===== config.mk =====
export PLATFORM = sky130hd
export DESIGN_NAME = hazard_unit
export DESIGN_NICKNAME = d
export VERILOG_FILES = /design/src/rtl/hazard_unit_pkg.sv /design/src/rtl/hazard_unit_muldiv_timer.sv /design/src/rtl/hazard_unit.sv
export SDC_FILE = /design/constraint.sdc
export NUM_CORES = 1
export LEC_CHECK = 0
export BUFFER_PORTS_ARGS = -buffer_cell sky130_fd_sc_hd__buf_2
export CAP_MARGIN = 20
export CORE_MARGIN = 2
export CORE_UTILIZATION = 30
export CTS_CLUSTER_SIZE = 14
export DETAILED_ROUTE_END_ITERATION = 12
export PLACE_DENSITY = 0.63
export SYNTH_ARGS = -nofsm -noshare
export SYNTH_HDL_FRONTEND = slang
export SYNTH_SLANG_ARGS = --single-unit

===== constraint.sdc =====
create_clock -name clk -period 1.4 [get_ports clk]
set_input_delay 0.07 -clock clk [delete_from_list [all_inputs] [get_ports clk]]
set_output_delay 0.07 -clock clk [all_outputs]
set_load 0.02 [all_outputs]

===== src/rtl/hazard_unit_pkg.sv =====
// Shared pipeline constants for the hazard unit: Hi/Lo timer state encoding,
// default mult/div latencies and the hard-wired zero register.
package hazard_unit_pkg;

    localparam logic [0:0] ST_IDLE = 1'b0;
    localparam logic [0:0] ST_BUSY = 1'b1;

    localparam int MULT_LAT_DEF = 4;
    localparam int DIV_LAT_DEF  = 32;

    localparam logic [4:0] REG_ZERO = 5'd0;

    // True when a producer writing regAddr feeds an operand the ID instruction reads.
    // $0 never creates a dependency because writes to it are discarded.
    function automatic logic regMatch(
        input logic [4:0] regAddr,
        input logic       usesRs,
        input logic [4:0] rsAddr,
        input logic       usesRt,
        input logic [4:0] rtAddr
    );
        return (regAddr != REG_ZERO) &&
               ((usesRs && (regAddr == rsAddr)) || (usesRt && (regAddr == rtAddr)));
    endfunction

endpackage


===== src/rtl/hazard_unit_muldiv_timer.sv =====
// Hi/Lo occupancy timer: counts down the mult/div latency after an op enters EX.
// A start seen while already busy is ignored.
module muldiv_timer
    import hazard_unit_pkg::*;
#(
    parameter int MULT_LAT = MULT_LAT_DEF,
    parameter int DIV_LAT  = DIV_LAT_DEF
) (
    input  logic clk,
    input  logic reset,
    input  logic start,
    input  logic is_div,
    output logic busy
);

    localparam logic [5:0] MULT_CNT = 6'(MULT_LAT);
    localparam logic [5:0] DIV_CNT  = 6'(DIV_LAT);

    logic [0:0] state;
    logic [0:0] stateNext;
    logic [5:0] cnt;
    logic [5:0] cntNext;

    always_comb begin
        stateNext = state;
        cntNext   = cnt;
        case (state)
            ST_IDLE: begin
                if (start) begin
                    cntNext   = is_div ? DIV_CNT : MULT_CNT;
                    stateNext = ST_BUSY;
                end
            end
            ST_BUSY: begin
                // Leaving on cnt==1 makes BUSY last exactly the loaded count.
                cntNext = cnt - 6'd1;
                if (cnt == 6'd1) begin
                    stateNext = ST_IDLE;
                end
            end
            default: begin
                stateNext = ST_IDLE;
                cntNext   = 6'd0;
            end
        endcase
    end

    always_ff @(posedge clk) begin
        if (reset) begin
            state <= ST_IDLE;
            cnt   <= 6'd0;
        end else begin
            state <= stateNext;
            cnt   <= cntNext;
        end
    end

    // Masked by reset so the flag is quiet before the first reset edge too.
    assign busy = (state == ST_BUSY) && !reset;

endmodule


===== src/rtl/hazard_unit.sv =====
// Pipeline hazard detection: load-use, ID-stage branch operand and Hi/Lo
// stalls, plus IF/ID flush for taken control transfers.
module hazard_unit
    import hazard_unit_pkg::*;
#(
    parameter int MULT_LAT = MULT_LAT_DEF,
    parameter int DIV_LAT  = DIV_LAT_DEF
) (
    input  logic       clk,
    input  logic       reset,
    input  logic [4:0] IF_ID_RsAddr,
    input  logic [4:0] IF_ID_RtAddr,
    input  logic       ID_UsesRs,
    input  logic       ID_UsesRt,
    input  logic       ID_Branch,
    input  logic       ID_BranchTaken,
    input  logic       ID_Jump,
    input  logic       ID_ReadsHiLo,
    input  logic       ID_IsMulDiv,
    input  logic       ID_EX_RegWr,
    input  logic [4:0] ID_EX_RegWrAddr,
    input  logic       ID_EX_MemRead,
    input  logic       ID_EX_MulDivStart,
    input  logic       ID_EX_IsDiv,
    input  logic       EX_MEM_MemRead,
    input  logic [4:0] EX_MEM_RegWrAddr,
    output logic       PC_Stall,
    output logic       IF_ID_Stall,
    output logic       IF_ID_Flush,
    output logic       ID_EX_Flush,
    output logic       MulDiv_Busy
);

    logic exMatch;
    logic memMatch;
    logic loadUse;
    logic brHazard;
    logic hiloHazard;
    logic stall;
    logic timerBusy;

    muldiv_timer #(
        .MULT_LAT (MULT_LAT),
        .DIV_LAT  (DIV_LAT)
    ) uTimer (
        .clk    (clk),
        .reset  (reset),
        .start  (ID_EX_MulDivStart),
        .is_div (ID_EX_IsDiv),
        .busy   (timerBusy)
    );

    assign exMatch  = regMatch(ID_EX_RegWrAddr, ID_UsesRs, IF_ID_RsAddr, ID_UsesRt, IF_ID_RtAddr);
    assign memMatch = regMatch(EX_MEM_RegWrAddr, ID_UsesRs, IF_ID_RsAddr, ID_UsesRt, IF_ID_RtAddr);

    assign loadUse  = ID_EX_MemRead && exMatch;
    // Branches compare in ID, so any EX result or an in-flight load in MEM is too late.
    assign brHazard = ID_Branch && ((ID_EX_RegWr && exMatch) || (EX_MEM_MemRead && memMatch));
    assign hiloHazard = (ID_ReadsHiLo || ID_IsMulDiv) && (timerBusy || ID_EX_MulDivStart);

    assign stall = (loadUse || brHazard || hiloHazard) && !reset;

    assign PC_Stall    = stall;
    assign IF_ID_Stall = stall;
    assign ID_EX_Flush = stall;
    // A stalled branch has stale operands, so its redirect waits for the retry.
    assign IF_ID_Flush = (ID_Jump || (ID_Branch && ID_BranchTaken)) && !stall && !reset;
    assign MulDiv_Busy = timerBusy;

endmodule


==> impl_metrics.py, run 1 <==
metrics = {
    "outcome": {
        "status": "finished, violations left",
        "violations": "setup timing",
    },
    "route": {
        "drt_first_iter_violations": 19,
        "ant_nets": 0,
        "firstDrtPassIters": 4,
        "highest_layer": "met4",
        "wl_met1_um": 788,
        "drc": 0,
        "via_per_inst": 4.91,
        "route.met3.wl_um": 143,
        "vias": 801,
        "wl_mm": 1.95,
        "wl_met2_um": 998,
        "wire_per_inst_um": 12.0,
    },
    "pwr": {
        "ir_worst_vdd_mv": 0.461,
        "p_sw_uw": 244,
        "internal-power_uw": 488,
        "p_comb_frac": 0.420,
        "pwr_density_cell_nw_per_um2": 711,
        "seqPwrFrac": 0.319,
        "netSwitchingFraction": 0.333,
        "p_clk_frac": 0.260,
        "p_leak_uw": 0.000435,
    },
    "sta": {
        "layout_setup_ws_ns": -0.179,
        "rsz0062_at_grt": "true",
        "setup_viol_count_final": 4,
        "period_needed_ns": 1.58,
        "skew_ns": 0.00403,
        "timing.fmax_mhz": 633,
        "slew_violations": 0,
        "holdWs_ns": 0.153,
        "tightest_slew_ns": 0.334,
        "relSlewSlack": 0.776,
        "fin_crit_sh": 1.13,
        "hold_violations": 0,
    },
    "die": {
        "core_area_sq_um": 2170,
        "io_pins": 39,
        "fp.dieW_um": 51.4,
        "dieArea_sq_um": 2640,
        "start_util": 0.310,
        "rows": 17,
        "die_y_um": 51.4,
    },
    "worst_setup_path": {
        "crit_path_start_kind": "input port",
        "reg2reg_from": "uTimer.cnt[0]",
        "criticalPathCategory": "input port to primary output",
        "critPathCaptureType": "primary output",
        "cp-startpoint": "EX_MEM_RegWrAddr[0]",
        "critPathArrivalTime_ns": 1.51,
        "required_ns": 1.33,
        "worstPathMaxFanout": 2,
    },
    "placement": {
        "dpl.hpwl_mm": 1.63,
        "io_buffers": 38,
        "place_congestion": 0.827,
    },
    "logic_synthesis": {
        "avgSynthCellArea_sq_um": 7.65,
        "yosysTopAreaCell": "xnor2_1",
        "synth_area_leaders": "xnor2_1 26%, dfxtp_1 21%, a21oi_1 5.9%",
        "synth_warnings": 0,
        "ys_seq_area_frac": 0.208,
        "syn_nets": 124,
        "synth_top_area_share": 0.260,
        "syn_area_sq_um": 673,
        "syn_inst": 88,
        "synth-seq-cells": 7,
        "synth_cell_type_count": 27,
    },
    "global_routing": {
        "gr-total-overflow": 0,
        "grt_usage": 0.160,
        "grt_max_degree": 10,
        "grt_pass1_wl_mm": 3.26,
        "grt_pass1_vias": 823,
        "antenna_found_initial": 0,
    },
    "cts": {
        "clk_pin_slew_worst_paths_ns": 0.05,
        "cts.sinks": 7,
        "cts_root_buf": "clkbuf_4",
        "clk_latency_ns": 0.26,
        "clockBufferDepth": 2,
        "cts_tree": "built",
        "htree_levels": 1,
        "cts_buffers": 3,
        "holdBufCountCts": 0,
    },
    "layout": {
        "n_antenna_cell": 0,
        "utilization": 0.475,
        "drive_gt1_frac": 0.400,
        "syn_to_final_growth_pct": 53.0,
        "num-fill-cells": 226,
        "finalNetCount": 172,
    },
    "worst_hold_path": {
        "hold_class": "input port to flop",
        "min-delay-start": "ID_EX_IsDiv",
    },
    "job": {
        "cap_viol_max_count": 0,
    },
}
[cell families (layout without fill, tap and decap cells)]
group	Yosys count	count (layout)	synth area share
simple gates	29	29	0.212
flops	7	7	0.208
fa+ha+maj	2	2	0.0372
compound gates	21	21	0.212
mux	1	1	0.0149
xor+xnor	20	20	0.260
buf+inv	8	55	0.0558
[state kept, by name, summed over array words and instances (netlist names)]
signal / count
uTimer.cnt: 6
uTimer.state: 1
[power groups by stage]
stage                     clock network [uW]  logic (uW)  registers (uW)
after detailed placement                   0         287             238
final                                    191         308             234
after CTS                                197         308             234
after global routing                     201         337             236
after global placement                     0         280             238
after floorplan                            0         168             237
[stage by stage]
stage	TNS, ns	power, uW	std cells	setup WS [ns]	cell area [sq um]
final	-0.620	732	163	-0.179	1030
after global routing	-0.992	775	163	-0.278	1030
after CTS	-0.646	738	163	-0.187	1020
after floorplan	-0.104	405	88	-0.0394	689
after global placement	-0.788	517	158	-0.232	948
after detailed placement	-0.840	525	158	-0.239	948
[synth_stat cells]
| library cell | instances |
|---|---|
| a21oi_1 | 8 |
| o311ai_0 | 1 |
| nand2_1 | 7 |
| clkbuf_1 | 1 |
| nor3b_2 | 1 |
| o31a_1 | 1 |
| nand2b_1 | 1 |
| nand4_1 | 4 |
| mux2i_1 | 1 |
| a221oi_2 | 1 |
| xnor2_1 | 20 |
| ha_1 | 2 |
| a311oi_1 | 1 |
| o311a_1 | 1 |
| dfxtp_1 | 7 |
| nor2b_1 | 1 |
| nor4_1 | 2 |
| a31oi_1 | 2 |
| buf_4 | 2 |
| o22a_1 | 1 |
| o21bai_1 | 1 |
| o21ai_0 | 2 |
| nor2_1 | 10 |
| inv_1 | 5 |
| nor3_1 | 2 |
| or3_1 | 1 |
| o22ai_1 | 2 |
[layout by cell type, fill, tap and decap left out, types with 2 or more instances in the layout]
cell	instances
a21oi_1	8
a31oi_1	2
buf_2	32
buf_4	8
buf_6	6
clkbuf_4	3
dfxtp_1	7
ha_1	2
inv_1	5
nand2_1	7
nand4_1	4
nor2_1	8
nor2_4	2
nor3_1	2
nor4_1	2
o21ai_0	2
o22ai_1	2
xnor2_1	20
[worst max-delay path: stages]
cell and delay [ns]:
buf_6 0.09, or3_4 0.37, o311a_1 0.32, a221oi_2 0.29, nor3b_4 0.23, buf_6 0.14
[repair_timing]
action,CTS,global route
gates cloned,0,0
gates resized for setup,11,1
pin swaps,2,0
buffers inserted,1,0
endpoints found under the setup margin,4,4
[worst paths after layout]
path | endpoint | slack (ns) | depth (start not counted)
worst max register to register | uTimer.cnt[5] | 0.18 | 4
worst min-delay path | uTimer.cnt[5] | 0.15 | 3
worst min register to register | uTimer.state | 0.49 | 2
worst max-delay path | IF_ID_Flush | -0.18 | 6
[final cells by class]
| type | instances | area, sq um | share of cell area |
|---|---|---|---|
| timing repair buffer | 46 | 288 | 0.279 |
| tap | 28 | 35.0 | 0.0340 |
| sequential | 7 | 140 | 0.136 |
| clock buffer | 4 | 26.3 | 0.0255 |
| inverter | 5 | 18.8 | 0.0182 |
| multi-input combinational | 73 | 522 | 0.507 |
[metal layers]
layer,global-route usage,up-vias
li1,-,403
met1,0.169,362
met2,0.321,34
met3,0.0117,2
met4,0.0570,0
met5,0,-
Note: power is estimated with default switching activity, not from simulation.
==> run 2, diff against run 1 <==
Settings changed: BUFFER_PORTS_ARGS -buffer_cell sky130_fd_sc_hd__buf_2 to -buffer_cell sky130_fd_sc_hd__buf_4, CTS_BUF_LIST set to sky130_fd_sc_hd__clkbuf_8, RECOVER_POWER set to 100.
==> run 2 against run 1 <==
Against the previous run: the flow still finishes with violations (setup timing); clock skew is 0.0031 ns lower; setup slack worse by 0.015 ns; cell count is 0.61% lower; via count is 2.6% lower; sequential power hardly changed; flip-flop and latch count stayed put; non-clock buffer count is 1 lower; cell area is 8.6% higher; global-route usage is 0.41 points lower; count of clock-buffer cells in the layout is 1 lower; critical endpoint unchanged; largest power group unchanged.
==> impl_metrics.py, run 2 (synthesis results as in run 1) <==
metrics = {
    "global_routing": {
        "antenna_found_initial": 0,
        "grt_pass1_vias": 753,
        "grt_usage": 0.155,
        "grt_max_degree": 11,
        "grt_pass1_wl_mm": 3.15,
        "gr-total-overflow": 0,
    },
    "layout": {
        "finalNetCount": 171,
        "n_antenna_cell": 0,
        "mostFrequentLayoutCell": "buf_4",
        "largestRegisters": "uTimer.cnt (6), uTimer.state (1)",
        "num-fill-cells": 223,
        "regMostFlops": "uTimer.cnt",
        "mostFrequentLayoutCells": "37 x buf_4, 20 x xnor2_1, 8 x nor2_1, 8 x a21oi_1",
        "largest_register_ffs": 6,
        "multi_input_area_sq_um": 527,
        "final_area_sq_um": 1120,
        "register_area_sq_um": 140,
        "syn_to_final_growth_pct": 66.2,
        "drive_gt1_frac": 0.388,
    },
    "job": {
        "cap_viol_max_count": 0,
    },
    "route": {
        "wl_mm": 1.97,
        "firstDrtPassIters": 4,
        "drt_first_iter_violations": 6,
        "ant_nets": 0,
        "wire_per_inst_um": 12.2,
        "vias": 780,
        "drc": 0,
        "via_per_inst": 4.81,
    },
    "die": {
        "io_pins": 39,
        "core_area_sq_um": 2170,
        "die_y_um": 51.4,
        "start_util": 0.310,
        "fp.dieW_um": 51.4,
        "dieArea_sq_um": 2640,
        "rows": 17,
    },
    "placement": {
        "io_buffers": 38,
        "place_congestion": 0.733,
        "dpl.hpwl_mm": 1.53,
        "placed_cell_area_sq_um": 1040,
    },
    "sta": {
        "skew_ns": 0.000968,
        "slew_violations": 0,
        "fin_tns_setup_ns": -0.682,
        "relSlewSlack": 0.760,
        "period_needed_ns": 1.59,
        "layout_setup_ws_ns": -0.194,
        "rsz0062_at_grt": "true",
        "timing.fmax_mhz": 627,
        "setup_viol_count_final": 4,
        "hold_violations": 0,
        "fin_crit_sh": 1.14,
        "tightest_slew_ns": 0.357,
    },
    "worst_setup_path": {
        "r2r_cells": 4,
        "worstPathMaxFanout": 2,
        "critPathArrivalTime_ns": 1.52,
        "cp-startpoint": "EX_MEM_RegWrAddr[0]",
        "cpMostUsedCell": "buf_6",
        "ff2ff_setup_slack_ns": 0.11,
        "slowest_delay_ns": 0.37,
        "criticalPathCategory": "input port to primary output",
        "crit_path_start_kind": "input port",
        "required_ns": 1.33,
        "reg2reg_from": "uTimer.cnt[0]",
        "crit_end": "IF_ID_Flush",
        "critPathCaptureType": "primary output",
        "crit_chain": "buf_6 > or3_4 > o311a_1 > a221oi_2 > nor3b_4 > buf_6",
        "rr_endpoint": "uTimer.cnt[5]",
        "slowest_stage": "or3_4",
    },
    "cts": {
        "clockBufferDepth": 2,
        "htree_levels": 1,
        "cts.sinks": 7,
        "holdBufCountCts": 0,
        "clk_pin_slew_worst_paths_ns": 0.04,
        "cts_buffers": 3,
        "cts_tree": "built",
        "cts_root_buf": "clkbuf_8",
        "clk_latency_ns": 0.23,
    },
    "pwr": {
        "p_comb_frac": 0.392,
        "internal-power_uw": 592,
        "ir_worst_vdd_mv": 0.757,
        "pwr_density_cell_nw_per_um2": 756,
        "seqPwrFrac": 0.280,
        "netSwitchingFraction": 0.301,
        "p_sw_uw": 255,
        "p_leak_uw": 0.000463,
        "p_clk_frac": 0.328,
    },
    "outcome": {
        "violations": "setup timing",
        "status": "finished, violations left",
    },
    "worst_hold_path": {
        "hold_class": "input port to flop",
    },
}
[run 2: power groups by stage]
stage               clock (uW)  combinational [uW]  sequential, uW
detailed placement           0                 315             238
global route               296                 362             238
floorplan                    0                 168             237
global placement             0                 312             238
finish                     277                 332             237
CTS                        283                 331             236
[run 2: worst max-delay path: cells and delay by family]
kind | cells | cell delay, ns
compound gates | 2 | 0.62
simple gates | 2 | 0.60
buf+inv | 2 | 0.23
[run 2: what timing repair did]
item,in CTS,in global routing
pin swaps,2,0
endpoints found under the setup margin,4,5
gates resized for setup,7,2
buffers inserted,1,0
[run 2: worst min path at each step]
stage,from,end,slack (ns),cells past startpoint
3_3_place_gp,reset,uTimer.cnt[5],0.36,2
2_1_floorplan,ID_EX_MulDivStart,uTimer.cnt[1],0.24,2
5_1_grt,reset,uTimer.cnt[5],0.15,2
6_report,reset,uTimer.cnt[4],0.14,2
4_1_cts,reset,uTimer.cnt[4],0.13,2
3_5_place_dp,reset,uTimer.cnt[4],0.36,2
[run 2: routing by layer]
layer,part of all wire,track usage
met5,0,0
met2,0.49,0.282
met4,0.0091,0.0570
met1,0.40,0.171
met3,0.10,0.0409
[run 2: layout make-up]
type	count	share of cell area
inverters	5	0.0168
clock buffers	3	0.0369
repair buffers	45	0.315
multi-input cells	73	0.471
well taps	28	0.0313
flip-flops and latches	7	0.125
clock inverters	1	0.00336
[run 2: stage by stage]
| stage | utilization | power (uW) | hold slack (ns) | setup slack, ns | instances |
|---|---|---|---|---|---|
| after detailed placement | 0.478 | 553 | 0.358 | -0.239 | 157 |
| after floorplan | - | 405 | 0.242 | -0.0394 | 88 |
| final | 0.516 | 846 | 0.136 | -0.194 | 162 |
| after global placement | 0.478 | 550 | 0.360 | -0.224 | 157 |
| after CTS | 0.514 | 850 | 0.130 | -0.193 | 162 |
| after global routing | 0.516 | 896 | 0.147 | -0.270 | 162 |
